--- src/rtl/dlfloat_operand_loader_if.sv ---
// Byte-stream input and operand-pair output handshakes of the DLFloat16 operand loader.
// The DUT takes the slave view; the upstream producer and the MAC consumer take the master view.
interface dlfloat_operand_loader_if #(
  parameter int DEPTH = 4
);
  localparam int CNT_W = $clog2(DEPTH) + 1;

  logic [7:0]       byte_in;
  logic             byte_valid;
  logic             byte_ready;
  logic             frame_clr;
  logic [15:0]      pair_a;
  logic [15:0]      pair_b;
  logic             pair_valid;
  logic             pair_ready;
  logic             pair_nan;
  logic             pair_zero;
  logic [CNT_W-1:0] fifo_count;

  modport master (
    output byte_in, byte_valid, frame_clr, pair_ready,
    input  byte_ready, pair_a, pair_b, pair_valid, pair_nan, pair_zero, fifo_count
  );

  modport slave (
    input  byte_in, byte_valid, frame_clr, pair_ready,
    output byte_ready, pair_a, pair_b, pair_valid, pair_nan, pair_zero, fifo_count
  );
endinterface

--- src/rtl/dlfloat_operand_loader.sv ---
// Assembles a byte stream into DLFloat16 (a, b) operand pairs and buffers them in a
// first-word-fall-through FIFO with NaN/zero flags decoded at the head.
module dlfloat_operand_loader #(
  parameter int DEPTH     = 4,
  parameter bit MSB_FIRST = 1'b1
) (
  input logic                      clk,
  input logic                      rst,
  dlfloat_operand_loader_if.slave  bus
);
  localparam int AW = $clog2(DEPTH);
  localparam int CW = $clog2(DEPTH) + 1;

  typedef enum logic [1:0] {A_HI, A_LO, B_HI, B_LO} state_t;

  state_t        r_state;
  state_t        w_state_nxt;
  logic [15:0]   r_a;
  logic [7:0]    r_b1;
  logic [31:0]   r_mem [DEPTH];
  logic [AW-1:0] r_wptr;
  logic [AW-1:0] r_rptr;
  logic [CW-1:0] r_count;

  logic          w_full;
  logic          w_byte_ready;
  logic          w_accept;
  logic          w_take;
  logic          w_push;
  logic          w_pop;
  logic          w_valid;
  logic [15:0]   w_b;
  logic [31:0]   w_head;
  logic [15:0]   w_head_a;
  logic [15:0]   w_head_b;

  // Only the completing byte can stall; the first three always land in the partial register.
  assign w_full       = (r_count == CW'(DEPTH));
  assign w_byte_ready = !rst && ((r_state != B_LO) || !w_full);
  assign w_accept     = bus.byte_valid && w_byte_ready;
  assign w_take       = w_accept && !bus.frame_clr;
  assign w_push       = w_take && (r_state == B_LO);
  assign w_valid      = (r_count != '0);
  assign w_pop        = w_valid && bus.pair_ready;
  assign w_b          = MSB_FIRST ? {r_b1, bus.byte_in} : {bus.byte_in, r_b1};

  always_ff @(posedge clk) begin
    if (rst) r_state <= A_HI;
    else     r_state <= w_state_nxt;
  end

  always_comb begin
    w_state_nxt = r_state;
    if (bus.frame_clr) begin
      w_state_nxt = A_HI;
    end else if (w_accept) begin
      case (r_state)
        A_HI:    w_state_nxt = A_LO;
        A_LO:    w_state_nxt = B_HI;
        B_HI:    w_state_nxt = B_LO;
        default: w_state_nxt = A_HI;
      endcase
    end
  end

  always_ff @(posedge clk) begin
    if (rst || bus.frame_clr) begin
      r_a  <= '0;
      r_b1 <= '0;
    end else if (w_take) begin
      case (r_state)
        A_HI:    r_a  <= MSB_FIRST ? {bus.byte_in, 8'h00} : {8'h00, bus.byte_in};
        A_LO:    r_a  <= MSB_FIRST ? {r_a[15:8], bus.byte_in} : {bus.byte_in, r_a[7:0]};
        B_HI:    r_b1 <= bus.byte_in;
        default: begin
          r_a  <= '0;
          r_b1 <= '0;
        end
      endcase
    end
  end

  // FIFO storage carries no reset: empty entries are masked at the outputs.
  always_ff @(posedge clk) begin
    if (w_push) r_mem[r_wptr] <= {r_a, w_b};
  end

  always_ff @(posedge clk) begin
    if (rst) begin
      r_wptr  <= '0;
      r_rptr  <= '0;
      r_count <= '0;
    end else begin
      if (w_push) r_wptr <= r_wptr + AW'(1);
      if (w_pop)  r_rptr <= r_rptr + AW'(1);
      case ({w_push, w_pop})
        2'b10:   r_count <= r_count + CW'(1);
        2'b01:   r_count <= r_count - CW'(1);
        default: r_count <= r_count;
      endcase
    end
  end

  assign w_head   = r_mem[r_rptr];
  assign w_head_a = w_valid ? w_head[31:16] : 16'h0000;
  assign w_head_b = w_valid ? w_head[15:0]  : 16'h0000;

  assign bus.byte_ready = w_byte_ready;
  assign bus.pair_a     = w_head_a;
  assign bus.pair_b     = w_head_b;
  assign bus.pair_valid = w_valid;
  assign bus.pair_nan   = w_valid && ((w_head_a == 16'hFFFF) || (w_head_b == 16'hFFFF));
  assign bus.pair_zero  = w_valid && ((w_head_a == 16'h0000) || (w_head_b == 16'h0000));
  assign bus.fifo_count = r_count;
endmodule

--- src/flat_wrapper.sv ---
// flat-port wrapper written by rule: the top's interface ports become plain ports
module dlfloat_operand_loader_flat 
#(
  parameter int DEPTH     = 4,
  parameter bit MSB_FIRST = 1'b1
)
  (clk, rst, bus_byte_in, bus_byte_valid, bus_frame_clr, bus_pair_ready, bus_byte_ready, bus_pair_a, bus_pair_b, bus_pair_valid, bus_pair_nan, bus_pair_zero, bus_fifo_count);
  dlfloat_operand_loader_if #(.DEPTH(DEPTH)) bus_i ();
  input logic clk;
  input logic rst;
  input wire logic [$bits(bus_i.byte_in)-1:0] bus_byte_in;
  input wire logic [$bits(bus_i.byte_valid)-1:0] bus_byte_valid;
  input wire logic [$bits(bus_i.frame_clr)-1:0] bus_frame_clr;
  input wire logic [$bits(bus_i.pair_ready)-1:0] bus_pair_ready;
  output wire logic [$bits(bus_i.byte_ready)-1:0] bus_byte_ready;
  output wire logic [$bits(bus_i.pair_a)-1:0] bus_pair_a;
  output wire logic [$bits(bus_i.pair_b)-1:0] bus_pair_b;
  output wire logic [$bits(bus_i.pair_valid)-1:0] bus_pair_valid;
  output wire logic [$bits(bus_i.pair_nan)-1:0] bus_pair_nan;
  output wire logic [$bits(bus_i.pair_zero)-1:0] bus_pair_zero;
  output wire logic [$bits(bus_i.fifo_count)-1:0] bus_fifo_count;
  assign bus_i.byte_in = bus_byte_in;
  assign bus_i.byte_valid = bus_byte_valid;
  assign bus_i.frame_clr = bus_frame_clr;
  assign bus_i.pair_ready = bus_pair_ready;
  assign bus_byte_ready = bus_i.byte_ready;
  assign bus_pair_a = bus_i.pair_a;
  assign bus_pair_b = bus_i.pair_b;
  assign bus_pair_valid = bus_i.pair_valid;
  assign bus_pair_nan = bus_i.pair_nan;
  assign bus_pair_zero = bus_i.pair_zero;
  assign bus_fifo_count = bus_i.fifo_count;
  dlfloat_operand_loader #(.DEPTH(DEPTH), .MSB_FIRST(MSB_FIRST)) u_core (.clk(clk), .rst(rst), .bus(bus_i));
endmodule
--- config.mk ---
export PLATFORM = sky130hd
export DESIGN_NAME = dlfloat_operand_loader_flat
export DESIGN_NICKNAME = d
export VERILOG_FILES = /design/src/rtl/dlfloat_operand_loader_if.sv /design/src/rtl/dlfloat_operand_loader.sv /design/src/flat_wrapper.sv
export SDC_FILE = /design/constraint.sdc
export NUM_CORES = 1
export LEC_CHECK = 0
export CAP_MARGIN = 20
export CELL_PAD_IN_SITES_DETAIL_PLACEMENT = 0
export CELL_PAD_IN_SITES_GLOBAL_PLACEMENT = 1
export CORE_ASPECT_RATIO = 0.75
export CORE_UTILIZATION = 35
export CTS_BUF_LIST = sky130_fd_sc_hd__clkbuf_2
export DETAILED_ROUTE_END_ITERATION = 7
export DONT_BUFFER_PORTS = 1
export PLACE_DENSITY = 0.59
export SETUP_SLACK_MARGIN = 0.5
export SLEW_MARGIN = 5
export SYNTH_ARGS = -nofsm -noshare
export SYNTH_HDL_FRONTEND = slang
export SYNTH_SLANG_ARGS = --single-unit
--- constraint.sdc ---
create_clock -name clk -period 3.2 [get_ports clk]
set_clock_uncertainty 0.1 [all_clocks]
set_input_delay 0.64 -clock clk [delete_from_list [all_inputs] [get_ports clk]]
set_output_delay 0.64 -clock clk [all_outputs]
set_load 0.01 [all_outputs]
# --- After elaboration in Yosys (flattened, before gate mapping) ---
# Memory sizes are Yosys's and may differ from the RTL's. A register that Yosys moved wholly into a read port is not among the register bits.
# Index checks and enable logic that the tools add are counted.
op_classes:
  add_sub_neg: 4
  eq_ne: 9
  n_mux: 10
  bitwise: 3
  reduce_logical: 24
op_table:
  columns: ["cell", "n"]
  rows:
  - ["16-bit case mux with 3 select lines", 1]
  - ["16-bit == test, second input constant", 2]
  - ["16-bit logical NOT", 2]
  - ["16-bit 2-to-1 mux", 2]
  - ["8-bit case mux with 2 select lines", 1]
  - ["1-bit logical AND", 7]
  - ["2-bit == test, second input constant", 3]
  - ["2-bit case mux with 3 select lines", 1]
  - ["3-bit case mux with 2 select lines", 1]
  - ["2-bit by 1-bit adder with 2-bit output, second input constant", 2]
  - ["2-bit by 1-bit == test with 1-bit output, second input constant", 2]
  - ["1-bit logical OR", 4]
  - ["2-bit 2-to-1 mux", 2]
  - ["2-bit AND reduction", 2]
  - ["2-bit OR reduction", 2]
  - ["3-bit by 1-bit adder with 3-bit output, second input constant", 1]
  - ["3-bit == test, second input constant", 1]
  - ["1-bit logical NOT", 3]
  - ["1-bit inverter", 3]
  - ["3-bit AND reduction", 1]
  - ["3-bit nonzero test", 1]
  - ["3-bit by 1-bit subtractor with 3-bit output, second input constant", 1]
  - ["2-bit logical NOT", 1]
  - ["1-bit 2-to-1 mux", 2]
  - ["other kinds (2)", 2]
totals:
  regBits: 33
  ramBits: 128
  inputBits: 13
  out_inout_bits: 39
  word_cells: 58
  n_memories: 1
mem_list:
  columns: ["name", "depth", "word_bits", "read_ports", "rd_ports_with_merged_regs", "wr", "line", "source"]
  rows:
  - ["u_core.r_mem", 4, 32, 1, 1, 1, "dlfloat_operand_loader.sv:20", "logic [31:0] r_mem [DEPTH];"]

# --- Logic depth before layout (Yosys ltp) ---
logic_depth:
  depth_word: 9
  ltp_mapped: 12
  depth_no_buf: 10

# --- Least setup slack after synthesis ---
# OpenSTA, ideal clock, no wires.
synth_timing:
  kind: "reg2reg"
  from: "reg u_core.r_state[0]"
  to: "mem u_core.r_mem[0][0] (enable)"
  setup_time_ns: 0.392
  arrival_ns: 2.279
  required_ns: 2.708
  slack_ns: 0.429
  path_stages_with_launch: 7
  n_path_buf: 2
  synth_period_minus_slack_ns: 2.771
  path_cell_list: "dfxtp_1 ha_1 buf_2 nand4bb_1 nor4b_2 clkbuf_1 and3_1"
synth_via:
  elab_chain_cells: 8
  elab_cells_between_ends: 9
  cone_classes: "2 x eq/ne; 2 x mux; 5 x reduce/logical"
synth_rtl:
  columns: ["item", "line", "source"]
  rows:
  - ["start, declared", "dlfloat_operand_loader.sv:16", "state_t r_state;"]
  - ["start signal, assigned", "dlfloat_operand_loader.sv:49", "else r_state <= w_state_nxt;"]
  - ["2-bit inequality test", "dlfloat_operand_loader.sv:39", "assign w_byte_ready = !rst && ((r_state != B_LO) || !w_full);"]
  - ["1-bit logical OR", "dlfloat_operand_loader.sv:39", null]
  - ["1-bit logical AND", "dlfloat_operand_loader.sv:39", null]
  - ["1-bit logical AND", "dlfloat_operand_loader.sv:40", "assign w_accept = bus.byte_valid && w_byte_ready;"]
  - ["1-bit logical AND", "dlfloat_operand_loader.sv:41", "assign w_take = w_accept && !bus.frame_clr;"]
  - ["1-bit logical AND (*)", "dlfloat_operand_loader.sv:42", "assign w_push = w_take && (r_state == B_LO);"]
  - ["1-bit 2-to-1 mux (*)", "dlfloat_operand_loader.sv:85", "if (w_push) r_mem[r_wptr] <= {r_a, w_b};"]
  - ["1-bit 2-to-1 mux (implied by the code) (*)", "dlfloat_operand_loader.sv:85", null]
  - ["end, declared", "dlfloat_operand_loader.sv:20", null]
# Mark *: on every way between the ends. The rest lies on a longest branch, timed or not.

==> impl_metrics.py <==
metrics = {
    "sta": {
        "setup_viol": 2,
        "slew_headroom": 0.456,
        "max_freq_mhz": 283,
        "hold_viol_final": 0,
        "tightestPinTransition_ps": 816,
        "period_share": 1.11,
        "min_period_ps": 3540,
        "holdWs_ps": 107,
        "drv_slew": 0,
        "rsz0062_at_grt": "yes",
        "final.setup.worst_slack_ps": -339,
    },
    "worst_setup_path": {
        "crit_family": "multiplexers",
        "reg2reg_depth": 10,
        "critPathKind": "reg2out",
        "path_cells": "buf_12 > buf_12 > mux4_2 > or3_4 > o22ai_2 > buf_4",
        "crit_path_start_kind": "flip-flop",
        "reg2reg_to": "u_core.bus.fifo_count[2]",
        "cp_data_required_time_ps": 2460,
        "cp_common_cell": "buf_12",
        "crit_path_end": "bus_pair_zero",
        "cp.arrival_ps": 2800,
        "slowest_stage": "mux4_2",
        "r2r_setup_slack_ps": 690,
        "critPathBufInv": 3,
        "worst-path-max-fanout": 10,
        "worst_setup_path_end_kind": "output pin",
        "slowest_delay_ps": 540,
        "cp.depth": 6,
        "r2r-start": "u_core.bus.fifo_count[0]",
    },
    "clock_network": {
        "cts_root_buf": "clkbuf_2",
        "cts_buffers": 17,
        "cts_tree": "built",
        "clkSinkCount": 163,
        "clockBufferDepth": 2,
        "htreeDepth": 4,
        "path_clk_slew_ps": 220,
        "clk_latency_ps": 690,
    },
    "synthesis": {
        "yosysWarnings": 0,
        "netlist_instances": 406,
        "synth-seq-cells": 163,
        "syn-cell-area_sq_um": 6670,
        "synth-edff-count": 128,
        "ys_seq_area_frac": 0.682,
        "ys_types": 40,
        "syn_area_per_cell_sq_um": 16.4,
        "async_flop_share": 0,
        "synth_flop_cell": "edfxtp_1",
        "synth_fp_nets": 429,
    },
    "grt": {
        "antenna_found_initial": 0,
        "globalRoute.totalOverflow": 0,
        "grt.total_usage": 0.168,
        "first_global_vias": 3646,
        "grt_pass1_wl_mm": 23.3,
        "grt_max_degree": 33,
    },
    "route": {
        "drc": 0,
        "vias": 3610,
        "drtIter0Drc": 294,
        "first_pass_iters": 5,
        "wl_mm": 15.5,
        "wl_per_cell_um": 22.2,
        "viasPerCell": 5.19,
        "drtAntennaViolNets": 0,
    },
    "floorplan": {
        "num_rows": 43,
        "die_width_um": 161,
        "dieArea_sq_um": 19600,
        "coreArea_sq_um": 18600,
        "pin_count": 52,
        "initial_core_util": 0.359,
        "dieHeight_um": 122,
    },
    "place": {
        "place_ws_ps": 151,
        "place.detailed.hpwl_mm": 9.49,
        "dp_cells": 645,
        "place.gp.congestion": 0.730,
        "io_buffer_count": 0,
    },
    "cells_and_area": {
        "fillers": 1684,
        "seq_area_sq_um": 4550,
        "drive_above_1_share": 0.319,
        "fin_nets": 458,
        "antennaDiodeCount": 0,
        "final_common_cell": "edfxtp_1",
        "stdcell_count": 695,
        "multi_input_area_sq_um": 2050,
        "final_cell_mix": "edfxtp_1 (128), mux4_2 (31), dfxtp_1 (31), and2_4 (29), a21oi_1 (22)",
        "area_growth_syn_to_layout_pct": 15.1,
    },
    "job": {
        "maxCapViolations": 0,
    },
    "power": {
        "leakage_nw": 2.56,
        "p_per_area_nw_per_um2": 470,
        "vdd_drop_max_mv": 0.250,
    },
    "min_path": {
        "holdCritPathClass": "in2reg",
    },
    "outcome": {
        "violations": "negative setup slack",
        "status": "finished, violations left",
    },
}
==> state kept, by name (all words and copies together), names as in the netlist, named ones only <==
| signal | flops |
|---|---|
| u_core.r_wptr | 2 |
| u_core.bus.fifo_count | 3 |
| u_core.r_rptr | 2 |
| u_core.r_b1 | 8 |
| u_core.r_mem | 128 |
| u_core.r_state | 2 |
| u_core.r_a | 16 |
==> where the power goes <==
part	leakage [nW]	internal (mW)	switching, mW
clock network	0.172	0.586	0.671
logic	0.890	0.0233	0.0502
registers	1.50	2.27	0.00588
total	2.56	2.87	0.727
==> synthesized netlist by cell type, drive strengths merged (2+ instances only) <==
cell type,instances,area share
inv,12,0.0068
nor2,13,0.0077
or2,2,0.0019
o22a,7,0.0092
dfxtp,35,0.11
and2,31,0.029
or3,4,0.0038
and3,11,0.010
nand4,16,0.015
edfxtp,128,0.58
buf,9,0.012
nor4,7,0.0075
o21ai,20,0.015
or4,2,0.0023
mux4,32,0.12
a21oi,22,0.017
ha,9,0.017
o22ai,2,0.0019
nand2,4,0.0023
clkbuf,14,0.0079
nand4b,8,0.011
nand3,5,0.0038
xor2,3,0.0039
==> stage by stage <==
step | power, mW | area [sq um] | util | TNS (ps)
2_1_floorplan | 2.35 | 6670 | - | 0
3_3_place_gp | 2.37 | 7050 | 0.380 | 0
3_5_place_dp | 2.37 | 7050 | 0.380 | 0
4_1_cts | 3.63 | 7560 | 0.407 | -854
5_1_grt | 3.72 | 7670 | 0.413 | -971
6_report | 3.60 | 7670 | 0.413 | -620
==> layout make-up <==
cell class                      count  area share
Multi-Input combinational cell    208       0.268
Tap cell                          247      0.0403
Clock buffer                       19      0.0124
Clock inverter                     13      0.0248
Sequential cell                   163       0.593
Timing Repair Buffer               33      0.0550
Inverter                           12     0.00620
==> repair_timing <==
action                     in CTS  in global routing
resized for setup              62                 24
pin swaps                      10                  4
hold buffers                    9                  0
gates cloned                    1                  0
setup endpoints to repair      38                 36
hold endpoints to repair       59                  0
buffers inserted                4                  4
==> logic make-up after synthesis <==
kind of cell    count (synthesis)  share of synthesized area
flops                         163                      0.682
xor+xnor                        4                    0.00526
buf+inv                        35                     0.0263
simple gates                  109                      0.102
mux                            32                      0.119
compound gates                 53                     0.0449
fa+ha+maj                      10                     0.0199
==> how the worst min path moves through the flow <==
stage          slack [ps]                   to           start  cells after the start
2_1_floorplan         350  u_core.r_mem[0][10]  u_core.r_b1[2]                      0
3_3_place_gp          370  u_core.r_mem[1][22]   u_core.r_a[6]                      0
3_5_place_dp          380  u_core.r_mem[3][19]   u_core.r_a[3]                      0
4_1_cts                30       u_core.r_a[13]  bus_byte_in[5]                      2
5_1_grt                30       u_core.r_a[10]  bus_byte_in[2]                      2
6_report              110       u_core.r_a[13]  bus_byte_in[5]                      2
==> layer usage <==
metal | share of wire | up-vias | GRT usage
li1 | - | 1656 | -
met1 | 0.47 | 1849 | 0.235
met2 | 0.46 | 96 | 0.261
met3 | 0.052 | 9 | 0.0390
met4 | 0.011 | 0 | 0.0501
met5 | 0 | - | 0
(Power assumes the default switching activity.)
==> RTL edit 1, RTL diff (config.mk and constraints unchanged) <==
The 4 states of `state_t` get a Gray code encoding in 2 bits.
--- a/src/rtl/dlfloat_operand_loader.sv
+++ b/src/rtl/dlfloat_operand_loader.sv
@@ -11,7 +11,7 @@
   localparam int AW = $clog2(DEPTH);
   localparam int CW = $clog2(DEPTH) + 1;
 
-  typedef enum logic [1:0] {A_HI, A_LO, B_HI, B_LO} state_t;
+  typedef enum logic [1:0] {A_HI = 2'b00, A_LO = 2'b01, B_HI = 2'b11, B_LO = 2'b10} state_t;
 
   state_t        r_state;
   state_t        w_state_nxt;
Formal check against the unedited RTL: no difference found for any inputs over 10 cycles, from zero or initial values and one cycle with rst high; not proved beyond that.
==> RTL edit 1 against the unedited design <==
The run still ends with negative setup slack left. Utilization grew 1.1 points. Sequential cell count is the same. Routed wire length down 2.8%. Area after synthesis shrank 3.7%. Register-to-register slack got worse by 0.03 ns. Global-route usage is 0.10 points higher. Non-clock buffer count is 8 higher. Setup slack gained 0.015 ns. Via count is 1.9% lower. Cell area shrank 1.5%. Power increased by 3.0%. Critical endpoint unchanged.
==> RTL edit 1: results (changes against the unedited design) <==
| Metric | Value |
|---|---|
| Status | finished with violations |
| Failing checks | negative setup slack |
| GPL Wtd Cong | 0.747 (+2.3%) |
| Mux contribution to synthesized area | 11.6% (-0.36 points) |
| M1 GR Usage | 24.1% (+0.68 points) |
| Fillcell total | 1592 (-5.5%) |
| Crit path DAT | 2.78 ns (-0.02 ns) |
| First-pass GRT wire length | 22.3 mm (-4.0%) |
| WL met1 | 7.05 mm (-3.5%) |
| Grt met2 use | 25.5% (-0.56 points) |
| Leak Pwr | 0.00234 uW (-8.7%) |
| Post_cts resized | 54 (-13%) |
| CTS Hold Bufs | 10 (+1) |
| Critical path's largest stage delay | 0.57 ns (+0.03 ns) |
| Compound-Gate Fraction of Synth Area | 3.90% (-0.59 points) |
| Via count | 3541 (-1.9%) |
| Synth Area in Adders | 1.29% (-0.70 points) |
| HPWL Detailed | 9.17 mm (-3.4%) |
| Dpl ws | 0.140 ns (-0.0117 ns) |
| Hold path startpoint | bus_pair_ready |
| DRT iter0 DRCs | 359 (+22%) |
| Total track usage | 16.9% (+0.10 points) |
| Setup ws final | -0.323 ns (+0.0153 ns) |
| Finish-stage setup viols | 2 (unchanged) |
| Met3 wire len | 974 um (+20%) |
| Most frequent cells after synthesis | edfxtp_1 (128), dfxtp_1 (35), and2_1 (31) |
| Layout cell share with drive strength beyond 1 | 33.7% (+1.8 points) |
| Clk Latency, worst-skew pair | 0.68 ns |
| CTS clock-pin slew for the worst setup and hold paths | 0.21 ns |
| Sum of negative setup slack | -0.606 ns (+0.0140 ns) |
| Sequential share of the synthesized area | 70.8% (+2.6 points) |
| Met3 usage | 5.35% (+1.5 points) |
| Syn Nets | 406 (-5.4%) |
| Initial antenna violation count | 1 (+1) |
| Ys async rst share | 0% (unchanged) |
| Area contributors post-synth | edfxtp_1 (60%), dfxtp_1 (11%), mux4_2 (9.1%) |
| DR pass1 iterations | 6 (+1) |
| Cell variety after synth | 36 (-10%) |
| Top-area cell type share of the netlist area | 59.9% (+2.2 points) |
| Switch share | 21.5% (+1.3 points) |
| Post-synthesis xor/xnor area fraction | 0.546% (+0.020 points) |
| Crit Path Max Fanout | 15 (+5) |
| Reg2Reg Launch Point | u_core.bus.fifo_count[1] |
| Worst vdd ir | 273 uV (+9.3%) |
RTL edit 1: changes by cell type in the layout (fill, tap and decap cells not counted), moves of 8 or more:
cell      unedited run  this run
a22oi_1              0        16
a21oi_1             22        13
nand4b_1             8         0
o21ai_0             20         3
nor2_1              12        28
nand3_1              5        13
RTL edit 1: path summary, 6_finish.rpt:
path | endpoint | slack, ns | cells past startpoint
worst max register to register | u_core.bus.fifo_count[2] | 0.66 | 10
worst min-delay path | u_core.r_rptr[1] | 0.11 | 3
worst min register to register | u_core.r_b1[6] | 0.41 | 2
worst max-delay path | bus_pair_zero | -0.32 | 6
RTL edit 1: final cells by class:
class / instances / share of cell area, %
Clock inverter: 14 / 2.78
Sequential cell: 163 / 60.3
Tap cell: 242 / 4.01
Inverter: 11 / 0.580
Timing Repair Buffer: 41 / 6.18
Antenna cell: 1 / 0.0331
Multi-Input combinational cell: 195 / 25.0
Clock buffer: 18 / 1.19
RTL edit 1: power by group through the flow:
stage | sequential (uW) | combinational [uW] | clock, uW
after detailed placement | 2320 | 89.7 | 0
after global placement | 2320 | 88.9 | 0
after CTS | 2280 | 130 | 1340
final | 2280 | 139 | 1300
after floorplan | 2320 | 68.3 | 0
after global routing | 2280 | 148 | 1410
RTL edit 1: stage by stage:
stage / hold WS (ns) / std cells / util [%] / total power [uW] / area [sq um]
final: 0.109 / 685 / 42.4 / 3710 / 7560
after global placement: 0.376 / 625 / 38.2 / 2410 / 6810
after floorplan: 0.359 / 387 / - / 2380 / 6430
after detailed placement: 0.386 / 625 / 38.2 / 2410 / 6810
after CTS: 0.0531 / 672 / 41.5 / 3740 / 7400
after global routing: 0.0603 / 685 / 42.4 / 3830 / 7560
==> RTL edit 2, RTL diff (config.mk and constraints unchanged) <==
Made on the original files. `DEPTH` is set to 4 in 3 places; all go to 8.
--- a/src/rtl/dlfloat_operand_loader_if.sv
+++ b/src/rtl/dlfloat_operand_loader_if.sv
@@ -1,7 +1,7 @@
 // Byte-stream input and operand-pair output handshakes of the DLFloat16 operand loader.
 // The DUT takes the slave view; the upstream producer and the MAC consumer take the master view.
 interface dlfloat_operand_loader_if #(
-  parameter int DEPTH = 4
+  parameter int DEPTH = 8
 );
   localparam int CNT_W = $clog2(DEPTH) + 1;
 
--- a/src/rtl/dlfloat_operand_loader.sv
+++ b/src/rtl/dlfloat_operand_loader.sv
@@ -1,7 +1,7 @@
 // Assembles a byte stream into DLFloat16 (a, b) operand pairs and buffers them in a
 // first-word-fall-through FIFO with NaN/zero flags decoded at the head.
 module dlfloat_operand_loader #(
-  parameter int DEPTH     = 4,
+  parameter int DEPTH     = 8,
   parameter bit MSB_FIRST = 1'b1
 ) (
   input logic                      clk,
--- a/src/flat_wrapper.sv
+++ b/src/flat_wrapper.sv
@@ -1,7 +1,7 @@
 // flat-port wrapper written by rule: the top's interface ports become plain ports
 module dlfloat_operand_loader_flat 
 #(
-  parameter int DEPTH     = 4,
+  parameter int DEPTH     = 8,
   parameter bit MSB_FIRST = 1'b1
 )
   (clk, rst, bus_byte_in, bus_byte_valid, bus_frame_clr, bus_pair_ready, bus_byte_ready, bus_pair_a, bus_pair_b, bus_pair_valid, bus_pair_nan, bus_pair_zero, bus_fifo_count);
Ports: changed (resized bus_fifo_count); port bits go from 52 to 53. No check against the original RTL was run, so the function may have changed too.
==> RTL edit 2 against the unedited design <==
The run still ends with negative setup slack left. Utilization grew 3.2 points. Power grew 82%. Cell area grew 95%. Global-route usage grew 1.3 points. Die area grew 79%. Fmax shrank 12%. Setup slack lost 0.48 ns. Worst hold slack gained 0.0071 ns. Sequential cell count grew 132. Area after synthesis grew 81%. Non-clock buffer count grew 83. Routed wire length grew 100%.
==> RTL edit 2: results (changes against the unedited design) <==
| Metric | Value |
|---|---|
| Placed Area | 0.0130 sq mm (+85%) |
| Via count | 7228 (+100%) |
| DRT iter0 DRCs | 541 (+84%) |
| Failing checks | negative setup slack |
| CTS clock-pin slew for the worst setup and hold paths | 0.13 ns (-0.09 ns) |
| Syn Nets | 752 (+75%) |
| Status | finished with violations |
| First-pass GRT wire length | 46.1 mm (+98%) |
| Setup ws final | -0.817 ns (-0.479 ns) |
| Syn Inst Count | 730 (+80%) |
| Number of global-route vias before repair | 7256 (+99%) |
| Leak Pwr | 0.00476 uW (+86%) |
| R2r setup slk | 0.55 ns (-0.14 ns) |
| Via density per instance | 5.22 (+0.47%) |
| Initial antenna violation count | 2 (+2) |
| Largest regs | u_core.r_mem (256), u_core.r_a (16), u_core.r_b1 (8) |
| Most frequent cells after synthesis | edfxtp_1 (256), nand2_1 (85), mux4_2 (52) |
| Wire per inst | 22.8 um (+2.6%) |
| Actual slew at the worst max-slew pin | 1.01 ns (+0.199 ns) |
| Area contributors post-synth | edfxtp_1 (64%), mux4_2 (9.7%), dfxtp_1 (6.5%) |
| Crit Path Max Fanout | 4 (-6) |
| DR pass1 iterations | 6 (+1) |
| Finish-stage setup viols | 19 (+17) |
| CTS Buf Count | 73 (+56) |
| Buffer levels on the longest clock path | 3 (+1) |
| Clk Latency, worst-skew pair | 0.83 ns (+0.14 ns) |
| Dpl cells | 1202 (+86%) |
| Crit path DAT | 3.28 ns (+0.48 ns) |
| Fillcell total | 2994 (+78%) |
## RTL edit 2: cell types whose count changed after synthesis, sizes merged, moves of 20 or more
cell    before  now
edfxtp     128  256
nand2        4   85
a21oi       22   50
nor2        13   41
and2        31    4
mux4        32   59
mux2i        0   20
## RTL edit 2: area by class of cell
class	instances	area [sq um]	area share (%)
Clock inverter	20	80.1	0.535
Clock buffer	107	536	3.57
Tap cell	450	563	3.76
Sequential cell	295	8490	56.7
Antenna cell	1	2.50	0.0167
Timing Repair Buffer	116	1350	9.04
Multi-Input combinational cell	391	3920	26.2
Inverter	5	30.0	0.200
## RTL edit 2: cells by family after synthesis
group	synth area share, %
mux	13.5
buf+inv	2.36
simple gates	8.17
flops	70.4
fa+ha+maj	0.936
compound gates	4.24
xor+xnor	0.437
## RTL edit 2: stage by stage
step / setup slack [ns] / TNS (ns) / hold WS, ns
5_1_grt: -0.960 / -7.62 / 0.0168
6_report: -0.817 / -3.38 / 0.114
3_5_place_dp: -0.187 / -0.250 / 0.391
4_1_cts: -0.904 / -5.73 / 0.0163
2_1_floorplan: 0.302 / 0 / 0.360
3_3_place_gp: -0.179 / -0.216 / 0.372
## RTL edit 2: where the power goes
| part | internal [uW] | total, uW | switching (uW) |
|---|---|---|---|
| logic | 19.4 | 69.3 | 49.9 |
| registers | 4130 | 4140 | 6.74 |
| clock network | 890 | 2330 | 1440 |
| total | 5040 | 6540 | 1500 |
## RTL edit 2: worst paths after layout
| kind | from | end | cells after the start |
|---|---|---|---|
| max | flop | bus_pair_zero | 8 |
| min | bus_pair_ready | u_core.r_rptr[0] | 3 |
| max reg2reg | u_core.r_state[0] | u_core.bus.fifo_count[2] | 11 |
| min reg2reg | u_core.r_wptr[0] | u_core.r_wptr[0] | 2 |
## RTL edit 2: layer usage
layer / track usage [%] / wire length, um / vias up
met3: 5.36 / 2680 / 39
li1: - / - / 3237
met1: 25.5 / 14300 / 3703
met5: 0 / 12 / -
met4: 4.83 / 388 / 2
met2: 27.0 / 14300 / 247
## RTL edit 2: critical path: stages (launching register included)
cell and delay (ns):
dfxtp_4 0.40, buf_12 0.12, mux4_2 0.53, or4_4 0.58, nor4_4 0.20, a31oi_4 0.09, buf_6 0.16, o221ai_4 0.20
buf_6 0.14
## RTL edit 2: what timing repair did
item	4_1_cts	5_1_grt
cloned	2	2
gates resized for setup	109	85
hold buffers	10	0
pin swaps	15	26
hold endpoints to repair	103	0
setup endpoints to repair	36	60
setup buffers	16	25
